## config.mk

```make
export PLATFORM = sky130hd
export DESIGN_NAME = alu_seq_fsm
export DESIGN_NICKNAME = d
export VERILOG_FILES = /design/src/rtl/alu_seq_fsm.sv
export SDC_FILE = /design/constraint.sdc
export NUM_CORES = 1
export LEC_CHECK = 0
export CAP_MARGIN = 20
export CORE_UTILIZATION = 35
export DETAILED_ROUTE_END_ITERATION = 6
export PLACE_DENSITY = 0.68
export SLEW_MARGIN = 20
export SYNTH_ARGS = -nofsm -noshare
export SYNTH_HDL_FRONTEND = slang
export SYNTH_SLANG_ARGS = --single-unit
```

## constraint.sdc

```tcl
create_clock -name clk -period 1.7 [get_ports clk]
set_input_delay 0.425 -clock clk [delete_from_list [all_inputs] [get_ports clk]]
set_output_delay 0.425 -clock clk [all_outputs]
set_load 0.005 [all_outputs]
```

## src/rtl/alu_seq_fsm.sv

```systemverilog
// ALU instruction sequencer: steps one instruction through operand loads,
// execute and write-back, driving bus, ALU and register-file strobes.
module alu_seq_fsm #(
    parameter int unsigned REG_ADDR_W = 2,
    parameter int unsigned OPC_W      = 3,
    parameter int unsigned STROBE_CYC = 1
) (
    input  logic                  clk,
    input  logic                  reset,
    input  logic                  start,
    input  logic                  mode,
    input  logic [OPC_W-1:0]      opcode,
    input  logic [REG_ADDR_W-1:0] rs,
    input  logic [REG_ADDR_W-1:0] rt,
    input  logic [REG_ADDR_W-1:0] rd,
    output logic                  reg_out_en,
    output logic [REG_ADDR_W-1:0] reg_out_sel,
    output logic                  imm_out_en,
    output logic                  alu_a_en,
    output logic                  alu_b_en,
    output logic [OPC_W-1:0]      alu_op,
    output logic                  alu_out_en,
    output logic                  reg_dest_en,
    output logic [REG_ADDR_W-1:0] reg_dest_sel,
    output logic                  pc_inc,
    output logic                  busy,
    output logic                  done
);

    localparam int unsigned PH_W = 4;
    localparam logic [PH_W-1:0] PH_RELOAD = PH_W'(STROBE_CYC - 1);

    typedef enum logic [2:0] {
        IDLE   = 3'd0,
        LOAD_A = 3'd1,
        LOAD_B = 3'd2,
        EXEC   = 3'd3,
        WRITE  = 3'd4,
        DONE   = 3'd5
    } state_t;

    state_t                state_q, state_d;
    logic [PH_W-1:0]       phase_q, phase_d;
    logic                  mode_q, mode_d;
    logic [OPC_W-1:0]      opc_q, opc_d;
    logic [REG_ADDR_W-1:0] rs_q, rs_d;
    logic [REG_ADDR_W-1:0] rt_q, rt_d;
    logic [REG_ADDR_W-1:0] rd_q, rd_d;

    logic                  reg_out_en_d;
    logic [REG_ADDR_W-1:0] reg_out_sel_d;
    logic                  imm_out_en_d;
    logic                  alu_a_en_d;
    logic                  alu_b_en_d;
    logic [OPC_W-1:0]      alu_op_d;
    logic                  alu_out_en_d;
    logic                  reg_dest_en_d;
    logic [REG_ADDR_W-1:0] reg_dest_sel_d;
    logic                  pc_inc_d;
    logic                  busy_d;
    logic                  done_d;

    // Next state, phase counter, instruction latch and next-cycle strobes
    always_comb begin
        state_d        = state_q;
        phase_d        = phase_q;
        mode_d         = mode_q;
        opc_d          = opc_q;
        rs_d           = rs_q;
        rt_d           = rt_q;
        rd_d           = rd_q;
        reg_out_en_d   = 1'b0;
        reg_out_sel_d  = '0;
        imm_out_en_d   = 1'b0;
        alu_a_en_d     = 1'b0;
        alu_b_en_d     = 1'b0;
        alu_op_d       = '0;
        alu_out_en_d   = 1'b0;
        reg_dest_en_d  = 1'b0;
        reg_dest_sel_d = '0;
        pc_inc_d       = 1'b0;
        busy_d         = 1'b0;
        done_d         = 1'b0;

        case (state_q)
            IDLE: begin
                if (start) begin
                    state_d = LOAD_A;
                    phase_d = PH_RELOAD;
                    mode_d  = mode;
                    opc_d   = opcode;
                    rs_d    = rs;
                    rt_d    = rt;
                    rd_d    = rd;
                end
            end
            LOAD_A: begin
                if (phase_q == '0) begin
                    state_d = LOAD_B;
                    phase_d = PH_RELOAD;
                end else begin
                    phase_d = phase_q - PH_W'(1);
                end
            end
            LOAD_B: begin
                if (phase_q == '0) begin
                    state_d = EXEC;
                    phase_d = PH_RELOAD;
                end else begin
                    phase_d = phase_q - PH_W'(1);
                end
            end
            EXEC: begin
                if (phase_q == '0) begin
                    state_d = WRITE;
                    phase_d = PH_RELOAD;
                end else begin
                    phase_d = phase_q - PH_W'(1);
                end
            end
            WRITE: begin
                if (phase_q == '0) begin
                    state_d = DONE;
                    phase_d = '0;
                end else begin
                    phase_d = phase_q - PH_W'(1);
                end
            end
            DONE: begin
                state_d = IDLE;
                phase_d = '0;
            end
            default: begin
                state_d = IDLE;
                phase_d = '0;
            end
        endcase

        // Strobes are decoded from the state being entered so they register
        // in step with it; pc_inc fires only on entry into WRITE.
        case (state_d)
            LOAD_A: begin
                reg_out_en_d  = 1'b1;
                reg_out_sel_d = rs_d;
                alu_a_en_d    = 1'b1;
            end
            LOAD_B: begin
                alu_b_en_d = 1'b1;
                if (mode_d) begin
                    reg_out_en_d  = 1'b1;
                    reg_out_sel_d = rt_d;
                end else begin
                    imm_out_en_d = 1'b1;
                end
            end
            EXEC: begin
                alu_out_en_d = 1'b1;
            end
            WRITE: begin
                alu_out_en_d   = 1'b1;
                reg_dest_en_d  = 1'b1;
                reg_dest_sel_d = rd_d;
                pc_inc_d       = (state_q != WRITE);
            end
            DONE: begin
                done_d = 1'b1;
            end
            default: begin
            end
        endcase

        busy_d = (state_d != IDLE);
        if (busy_d) begin
            alu_op_d = opc_d;
        end
    end

    // State, phase, latched fields and registered outputs
    always_ff @(posedge clk) begin
        if (reset) begin
            state_q      <= IDLE;
            phase_q      <= '0;
            mode_q       <= 1'b0;
            opc_q        <= '0;
            rs_q         <= '0;
            rt_q         <= '0;
            rd_q         <= '0;
            reg_out_en   <= 1'b0;
            reg_out_sel  <= '0;
            imm_out_en   <= 1'b0;
            alu_a_en     <= 1'b0;
            alu_b_en     <= 1'b0;
            alu_op       <= '0;
            alu_out_en   <= 1'b0;
            reg_dest_en  <= 1'b0;
            reg_dest_sel <= '0;
            pc_inc       <= 1'b0;
            busy         <= 1'b0;
            done         <= 1'b0;
        end else begin
            state_q      <= state_d;
            phase_q      <= phase_d;
            mode_q       <= mode_d;
            opc_q        <= opc_d;
            rs_q         <= rs_d;
            rt_q         <= rt_d;
            rd_q         <= rd_d;
            reg_out_en   <= reg_out_en_d;
            reg_out_sel  <= reg_out_sel_d;
            imm_out_en   <= imm_out_en_d;
            alu_a_en     <= alu_a_en_d;
            alu_b_en     <= alu_b_en_d;
            alu_op       <= alu_op_d;
            alu_out_en   <= alu_out_en_d;
            reg_dest_en  <= reg_dest_en_d;
            reg_dest_sel <= reg_dest_sel_d;
            pc_inc       <= pc_inc_d;
            busy         <= busy_d;
            done         <= done_d;
        end
    end

endmodule

```

==> results.md <==
- Hold endpoint: opc_q[0]$_SDFF_PP0_
- Clock skew: roughly 0.003 ns
- Yosys Warn Count: 0
- Clock sinks: 33
- Final net count: 188
- Initial antenna violation count: 0
- LEAKAGE: 0.7043 nW
- Crit-path leading delay family: simple AND/OR/NAND/NOR gates
- Largest family of logic cells by synthesized area: simple AND/OR/NAND/NOR gates
- Htree depth: 2
- R2r startpoint: phase_q[1]$_SDFFE_PP0P_
- Synth Area in XOR/XNOR: 0.6917%
- Seq/Total Area, Yosys: around 52%
- Asr flop ratio synth: 0%
- Complex-gate fraction of the synthesized area: between 8 and 9%
- Die area: ~3900 um2
- Highest metal used: met4
- Crit path buf inv count: 1
- Primary FF master, synth: dfxtp_1
- HPWL Detailed: 1.868 mm
- Area delta synth->final: 39.72%
- TritonRoute pass-1 iters: 4
- Kind of end point of the critical path: flop
- Max-cap viol count: 0
- Hold slack: between 0.4 and 0.5 ns
- Worst-path clk slew: approximately 0.10 ns
- I/O Pins: 29
- Met3 routed WL: roughly 140 um
- R2R Setup Slk: 0.08 ns
- Worst EP required: 1.97 ns
- Number of I/O port buffers: 28
- Adder-Cell Fraction of Synth Area: under 10%
- Post-layout util: 52.20%
- Mapped Cells: 127
- CTS tree: yes
- EDFF count, synth: 0
- Layout cell share with drive strength beyond 1: 20.69%
- Max FO, Critical Path: 6
- M1 WL: around 1.2 mm
- Post-DP Area: approximately 1700 um2
- Crit path max-delay cell type: or3_1
- Clk_lat worst skew: ~0.34 ns
- Worst-margin pin slew: roughly 0.4 ns
- Yosys reg bits: 33
- Worst path arrival time: approximately 1.9 ns
- Post-synthesis simple-gate area fraction: 21.84%
- Design area: approximately 1800 um2
- Minimum clock period after layout: around 1.6 ns
- Total grt overflow: 0
- Gr usage total: between 10% and 20%
- F_max: between 600 and 700 MHz
- WL/cell: between 10 and 15 um
- Synth Cell Area: 1266 um2
- Vias per cell: 4.745
- Peak VDD IR: 0.3673 mV
- Vias: ~1000
- Starting density of the core: between 30% and 40%
- Post-CTS Hold Fix Bufs: 0
- Hold Violations, Final: 0
- Met2 wire length: 1.310 mm
- CP Cell Sequence: inv_1 > ha_1 > nor3b_4 > mux2i_1 > or3_1 > a31oi_1
- Final period util: 95.37%
- Post-synthesis mux area share: 9.980%
- Power Density: around 1000 nW/um2
- Vias in the first global route: roughly 1100
- Final ANT Viol Nets: 0
- Worst flop-to-flop path endpoint: state_q[0]$_SDFF_PP0_
- Outcome: finished clean
- Drt total wl: between 2 and 3 mm
- Die height: ~62 um
- GP Congestion: roughly 0.78
- Syn Nets: 142
- Antenna Cells: 0
- Slew margin rel.: 72.51%
- Die width: roughly 62 um
- Slew Viols, Final: 0
- Overall Power: roughly 0.0018 W
- Worst r2r path cells: 6
- Cell variety after synth: 37
- DRC Markers: 0
- Iter 0 DRT Violations: 42
- Largest net degree at the start of global routing: 16
- CP Launch Type: flop
- Root Driver: clkbuf_4
- First-pass GRT wire length: approximately 4.9 mm
- Hold path startpoint: opc_q[0]$_SDFF_PP0_
- CTS Buf Count: 5
- Hold crit path type: flop to flop
- Worst hold path depth: 2
- Core ar.: 3390 um2
- Clock tree buffer depth: 2
- Final setup fails: 0
- Max incr delay on CP: between 0.3 and 0.4 ns
- Critical path class: flop to flop
- Post-synthesis area per instance: about 10 um2
- Row count: 21
[layout make-up]
class,instances,area [um2]
multi-input cells,81,555.5
inverters,6,22.52
well taps,46,57.56
fillers,317,1620
clock inverters,3,17.52
clock buffers,5,37.54
repair buffers,46,415.4
flip-flops and latches,33,663.1
[where the power goes]
group	total (W)	internal (W)	leakage, nW	switching, W
logic	0.000449	0.000250	0.403	0.000200
clock network	0.000432	0.000156	0.0310	0.000276
registers	0.000880	0.000850	0.271	0.0000302
[cell usage after synthesis (3+ instances only)]
library cell | number | area, um2
a21oi_1 | 5 | 25.02
dfxtp_1 | 33 | 660.6
inv_1 | 6 | 22.52
mux2i_1 | 10 | 100.1
nand2_1 | 8 | 30.03
nor2_1 | 21 | 78.83
nor2b_1 | 3 | 18.77
or3_1 | 3 | 18.77
[tightest hold or removal path: cells and delay by family, from the launching register on]
family           cells  cell delay (ns)
flip-flops           1             0.32
AND/OR/NAND/NOR      1             0.08
multiplexers         1             0.07
[state kept, by name, indices dropped and copies added (netlist names), 2 cells and up]
signal	count
reg_dest_sel	2
alu_op	3
phase_q	4
rt_q	2
state_q	3
reg_out_sel	2
rs_q	2
rd_q	2
opc_q	3
[how the worst max path moves through the flow]
| stage | startpoint | end | slack (ns) | depth (start not counted) |
|---|---|---|---|---|
| 5_1_grt | phase_q[1]$_SDFFE_PP0P_ | state_q[0]$_SDFF_PP0_ | -0.03 | 6 |
| 6_report | phase_q[1]$_SDFFE_PP0P_ | state_q[0]$_SDFF_PP0_ | 0.08 | 6 |
| 2_1_floorplan | phase_q[0]$_SDFFE_PP0P_ | reg_out_sel[0]$_SDFF_PP0_ | 0.18 | 7 |
| 3_3_place_gp | start | reg_out_sel[0]$_SDFF_PP0_ | -0.19 | 6 |
| 3_5_place_dp | start | reg_out_sel[0]$_SDFF_PP0_ | -0.22 | 6 |
| 4_1_cts | phase_q[0]$_SDFFE_PP0P_ | reg_out_sel[0]$_SDFF_PP0_ | 0.008 | 6 |
[cell families after synthesis]
group | Yosys count
adder cells (fa/ha/maj) | 2
flip-flops | 33
multiplexers | 12
buffers and inverters | 13
AND/OR/NAND/NOR | 50
XOR/XNOR | 1
AO/OA/AOI/OAI | 16
[cell usage in the layout (no fill, tap or decap), types with 2 or more instances in the layout]
cell             instances
clkbuf_4                 5
clkdlybuf4s50_1         28
nor2b_1                  3
inv_1                    5
ha_1                     2
nor4b_1                  2
nor3_1                   2
a31oi_1                  2
a21oi_1                  5
mux2i_1                 10
clkinv_2                 2
nand2b_1                 2
buf_4                   18
nor2_1                  21
or3_1                    3
nand2_1                  8
nor4_1                   2
dfxtp_2                  2
dfxtp_1                 31
o21ai_0                  2
[metrics by stage]
step / instances / TNS (ns) / worst slack, ns
2_1_floorplan: 127 / 0 / 0.1809
3_3_place_gp: 206 / -2.518 / -0.1937
3_5_place_dp: 206 / -2.955 / -0.2240
4_1_cts: 216 / 0 / 0.008077
5_1_grt: 220 / -0.02978 / -0.02927
6_report: 220 / 0 / 0.07875
[repair_timing]
item	CTS	global route
endpoints found under the setup margin	4	13
buffers inserted	2	4
pin swaps	0	3
gates resized for setup	2	2
[metal layers]
layer,up-vias,track usage (%)
met2,26,26.10
li1,519,-
met1,494,18.77
met5,-,0
met3,5,6.250
met4,0,7.849
No activity file was read; power rests on OpenSTA's default activity.
==> variant 1: new RTL, same settings <==
Re-encode `state_t` (6 states) as one-hot, 6 bits wide.
--- a/src/rtl/alu_seq_fsm.sv
+++ b/src/rtl/alu_seq_fsm.sv
@@ -30,13 +30,13 @@
     localparam int unsigned PH_W = 4;
     localparam logic [PH_W-1:0] PH_RELOAD = PH_W'(STROBE_CYC - 1);
 
-    typedef enum logic [2:0] {
-        IDLE   = 3'd0,
-        LOAD_A = 3'd1,
-        LOAD_B = 3'd2,
-        EXEC   = 3'd3,
-        WRITE  = 3'd4,
-        DONE   = 3'd5
+    typedef enum logic [5:0] {
+        IDLE   = 6'b000001,
+        LOAD_A = 6'b000010,
+        LOAD_B = 6'b000100,
+        EXEC   = 6'b001000,
+        WRITE  = 6'b010000,
+        DONE   = 6'b100000
     } state_t;
 
     state_t                state_q, state_d;
Function: same outputs for any inputs over 10 cycles, from zero or initial values and one cycle with reset high; not proved beyond that.
==> variant 1 against the unedited design <==
Area after synthesis grew 8.5%. Via count rose by 13%. Worst setup slack got worse by 73 ps. Cell area up 14%. Routed wire length increased by 14%. Sequential cell count rose by 3.
Power is not compared: it rests on default switching activity, and its combinational part moved more than twofold at a synthesized area within 25%.
==> variant 1: results (changes against the unedited design) <==
status finished clean (unchanged); Placed Cells incl. Taps 228 (was 206); Crit-path slowest cell or3b_4 (was or3_1); first-pass GRT wire length 5.09 mm (was 4.85 mm); Synth Area in Adders 1.82% (was 1.98%); Area contributors post-synth dfxtp_1, mux2i_1, a21oi_1 (was dfxtp_1, mux2i_1, nor2_1); Clock transition at path regs 70 ps (was 100 ps); layout cells sized above 1 23.7% (was 20.7%); DP HPWL 2.23 mm (was 1.87 mm); post-synthesis compound-gate area fraction 10.6% (was 8.40%); Max Used Layer met4 (unchanged); drt total wl 3.12 mm (was 2.75 mm); Root Buffer clkbuf_8 (was clkbuf_4); grt met1 use 17.9% (was 18.8%); slew at the pin with the worst max-slew slack 423 ps (was 409 ps); Layout Nets 208 (was 188); post-synthesis mux area share 5.10% (was 9.98%); met2 WL 1.51 mm (was 1.31 mm); Crit Reg-Reg Startpoint phase_q[0]$_SDFFE_PP0P_ (was phase_q[1]$_SDFFE_PP0P_); gr usage total 16.3% (was 16.2%); post-route met1 wirelength 1.38 mm (was 1.25 mm); Post-Synth XOR/XNOR Area 0.638% (was 0.692%); number of global-route vias before repair 1195 (was 1059); Fill cells 355 (was 317); critical path peak fanout 5 (was 6); largest net degree at the start of global routing 17 (was 16); post-synthesis sequential area ratio 52.5% (was 52.2%); biggest cell delay along the critical path 400 ps (was 380 ps); Syn Area/Cell 9.74 um2 (was 9.97 um2); final clock skew 3.29 ps (was 2.99 ps); pre-CTS worst setup slack -84.5 ps (was -224 ps); Syn Nets 156 (was 142); top post-synthesis cells by count dfxtp_1, a21oi_1, nand2_1 (was dfxtp_1, nor2_1, mux2i_1); met3 Usage GRT 5.28% (was 6.25%); post_cts resized 7 (was 2); routed vias 1182 (was 1044); met3 wire length 157 um (was 140 um); Clock Latency Late Sink 290 ps (was 340 ps); Post-CTS Setup Bufs 6 (was 2); Synth cell types 33 (was 37); GPL Wtd Cong 0.917 (was 0.782); hold wc startpoint opc_q[2]$_SDFF_PP0_ (was opc_q[0]$_SDFF_PP0_)
## variant 1: cell types whose count changed in the layout (fill, tap and decap cells not counted), sizes merged, moves of 3 or more
cell | unedited run | this run
nand4b | 0 | 3
a21oi | 5 | 12
nand4 | 0 | 3
nor2 | 21 | 11
mux2i | 10 | 7
dfxtp | 33 | 36
buf | 18 | 25
nand3 | 1 | 8
nand2 | 8 | 12
or3 | 3 | 0
## variant 1: cell type report
cell class	instances	share of cell area [%]
Clock buffer	7	4.78
Clock inverter	1	1.49
Inverter	8	1.49
Multi-Input combinational cell	89	30.1
Sequential cell	36	35.9
Tap cell	48	2.98
Timing Repair Buffer	53	23.2
## variant 1: metrics by stage
step / utilization, % / hold WS [ps] / area, um2
after floorplan: - / 437 / 1370
after global placement: 48.5 / 442 / 1800
after detailed placement: 48.5 / 450 / 1800
after CTS: 53.6 / 462 / 1990
after global routing: 54.2 / 482 / 2010
final: 54.2 / 461 / 2010
## variant 1: final timing paths
check / endpoint / slack, ps
setup / recovery: reg_out_sel[1]$_SDFF_PP0_ / 6
hold / removal: opc_q[2]$_SDFF_PP0_ / 460
setup reg to reg: reg_out_sel[1]$_SDFF_PP0_ / 6
hold reg to reg: opc_q[2]$_SDFF_PP0_ / 460
## variant 1: kinds of logic after synthesis
kind of cell | after synthesis
muxes | 7
buffers and inverters | 16
adders and majority gates | 2
and+or+nand+nor | 56
AOI/OAI and AO/OA | 23
xor gates and xnor gates | 1
DFF | 36
## variant 1: power by group through the flow
stage / Combinational [mW] / Clock [mW] / Sequential [mW]
2_1_floorplan: 0.0959 / 0 / 0.904
3_5_place_dp: 0.182 / 0 / 0.907
4_1_cts: 0.183 / 0.830 / 0.888
3_3_place_gp: 0.177 / 0 / 0.905
5_1_grt: 0.203 / 0.855 / 0.891
6_report: 0.185 / 0.806 / 0.889
==> variant 2: new RTL, config.mk and constraints unchanged <==
Without the edit above. Set the parameter `REG_ADDR_W` to 1 (it was 2).
--- a/src/rtl/alu_seq_fsm.sv
+++ b/src/rtl/alu_seq_fsm.sv
@@ -1,7 +1,7 @@
 // ALU instruction sequencer: steps one instruction through operand loads,
 // execute and write-back, driving bus, ALU and register-file strobes.
 module alu_seq_fsm #(
-    parameter int unsigned REG_ADDR_W = 2,
+    parameter int unsigned REG_ADDR_W = 1,
     parameter int unsigned OPC_W      = 3,
     parameter int unsigned STROBE_CYC = 1
 ) (
Ports: changed (5 resized); port bits go from 29 to 24. The function was not compared with the original's and may differ.
==> variant 2 against the unedited design <==
Non-clock buffer count shrank 13. Routed wire length down 18%. Global-route usage is 1.9 points lower. Sequential cell count decreased by 5. Largest cell class unchanged. Core utilization is 0.13 points higher. Worst setup slack worse by 4.9 ps. Critical path type unchanged. Area after synthesis fell by 13%. Cell area shrank 15%. Clock skew barely moved. Critical endpoint is now phase_q[1]$_SDFFE_PP0P_.
Power is not compared: it rests on default switching activity, and its combinational part moved more than twofold at a synthesized area within 25%.
==> variant 2: results (changes against the unedited design) <==
Fill cells 274 (was 317); first-pass GRT wire length 3.70 mm (was 4.85 mm); Placed Cells incl. Taps 181 (was 206); Area contributors post-synth dfxtp_1, mux2i_1, nor2_1 (unchanged); asr flop ratio synth 0% (unchanged); non-filler instance count after layout 185 (was 220); Syn Area/Cell 9.83 um2 (was 9.97 um2); Post-CTS Setup Bufs 0 (was 2); Synth cell types 35 (was 37); pre-CTS worst setup slack -194 ps (was -224 ps); layout cells sized above 1 18.9% (was 20.7%); GPL Wtd Cong 0.794 (was 0.782); top post-synthesis cells by count dfxtp_1, nor2_1, mux2i_1 (unchanged); drt total wl 2.26 mm (was 2.75 mm); first-pass iteration count of the detailed router 4 (unchanged); Layout Nets 156 (was 188); Clock transition at path regs 140 ps (was 100 ps); final core occ 52.3% (was 52.2%); Crit Reg-Reg Startpoint phase_q[0]$_SDFFE_PP0P_ (was phase_q[1]$_SDFFE_PP0P_); Max VDD drop between 0.0007 and 0.0008 V; Hold WC Path Type reg -> reg (unchanged); vias per std cell 4.87 (was 4.75); post-synthesis sequential area ratio 50.9% (was 52.2%); Syn Nets 124 (was 142); slew margin rel. 63.2% (was 72.5%); Die Wd 58.1 um (was 62.1 um); I/O Buffers 23 (was 28); Root Buffer clkbuf_4 (unchanged); arrival time worst endpoint 1890 ps (about the same); number of global-route vias before repair 834 (was 1059); post_cts resized 1 (was 2); CTS max path bufs 2 (unchanged); Area after DPL 0.00143 mm2 (was 0.00165 mm2); status finished clean (unchanged); 1st-iter DRT viols 20 (was 42); htree depth 1 (was 2); DP HPWL 1.65 mm (was 1.87 mm); critical path peak fanout 9 (was 6); CTS Buf Count 3 (was 5); leakage ~0.59 nW; gr usage total 14.3% (was 16.2%); final clock skew 2.76 ps (was 2.99 ps)
==> variant 2: critical path: stages, from the launching register on <==
cell	delay (ps)
dfxtp_2	350
inv_1	80
ha_2	190
nor3b_4	150
buf_6	140
mux2_4	270
o21a_4	220
nor3_1	150
==> variant 2: power breakdown <==
| part | total (mW) | switching, mW | internal (mW) |
|---|---|---|---|
| Sequential | 0.933 | 0.115 | 0.818 |
| Clock | 0.325 | 0.193 | 0.131 |
| Combinational | 1.00 | 0.430 | 0.571 |
==> variant 2: cell families after synthesis <==
| group | after synthesis | share of synthesized area, % |
|---|---|---|
| AOI/OAI and AO/OA | 12 | 6.48 |
| xor gates and xnor gates | 4 | 3.18 |
| adders and majority gates | 2 | 2.27 |
| buffers and inverters | 10 | 4.77 |
| DFF | 28 | 50.9 |
| muxes | 9 | 8.64 |
| and+or+nand+nor | 47 | 23.8 |
==> variant 2: layout make-up <==
type,instances,share of cell area [%]
flip-flops and latches,28,37.4
repair buffers,33,20.5
clock buffers,4,2.41
well taps,42,3.49
inverters,4,0.998
multi-input cells,74,35.2
==> variant 2: final timing paths <==
kind	end	slack (ps)	depth (start not counted)
hold reg to reg	alu_op[0]$_SDFF_PP0_	520	2
hold / removal	alu_op[0]$_SDFF_PP0_	520	2
setup / recovery	phase_q[1]$_SDFFE_PP0P_	70	7
setup reg to reg	phase_q[1]$_SDFFE_PP0P_	70	7
==> variant 2: layer usage <==
| metal | wire (um) | GRT usage [%] | vias to the layer above |
|---|---|---|---|
| li1 | - | - | 444 |
| met5 | 0 | 0 | - |
| met3 | 90 | 3.79 | 2 |
| met2 | 1080 | 24.3 | 27 |
| met1 | 1080 | 17.5 | 428 |
| met4 | 19 | 4.42 | 0 |
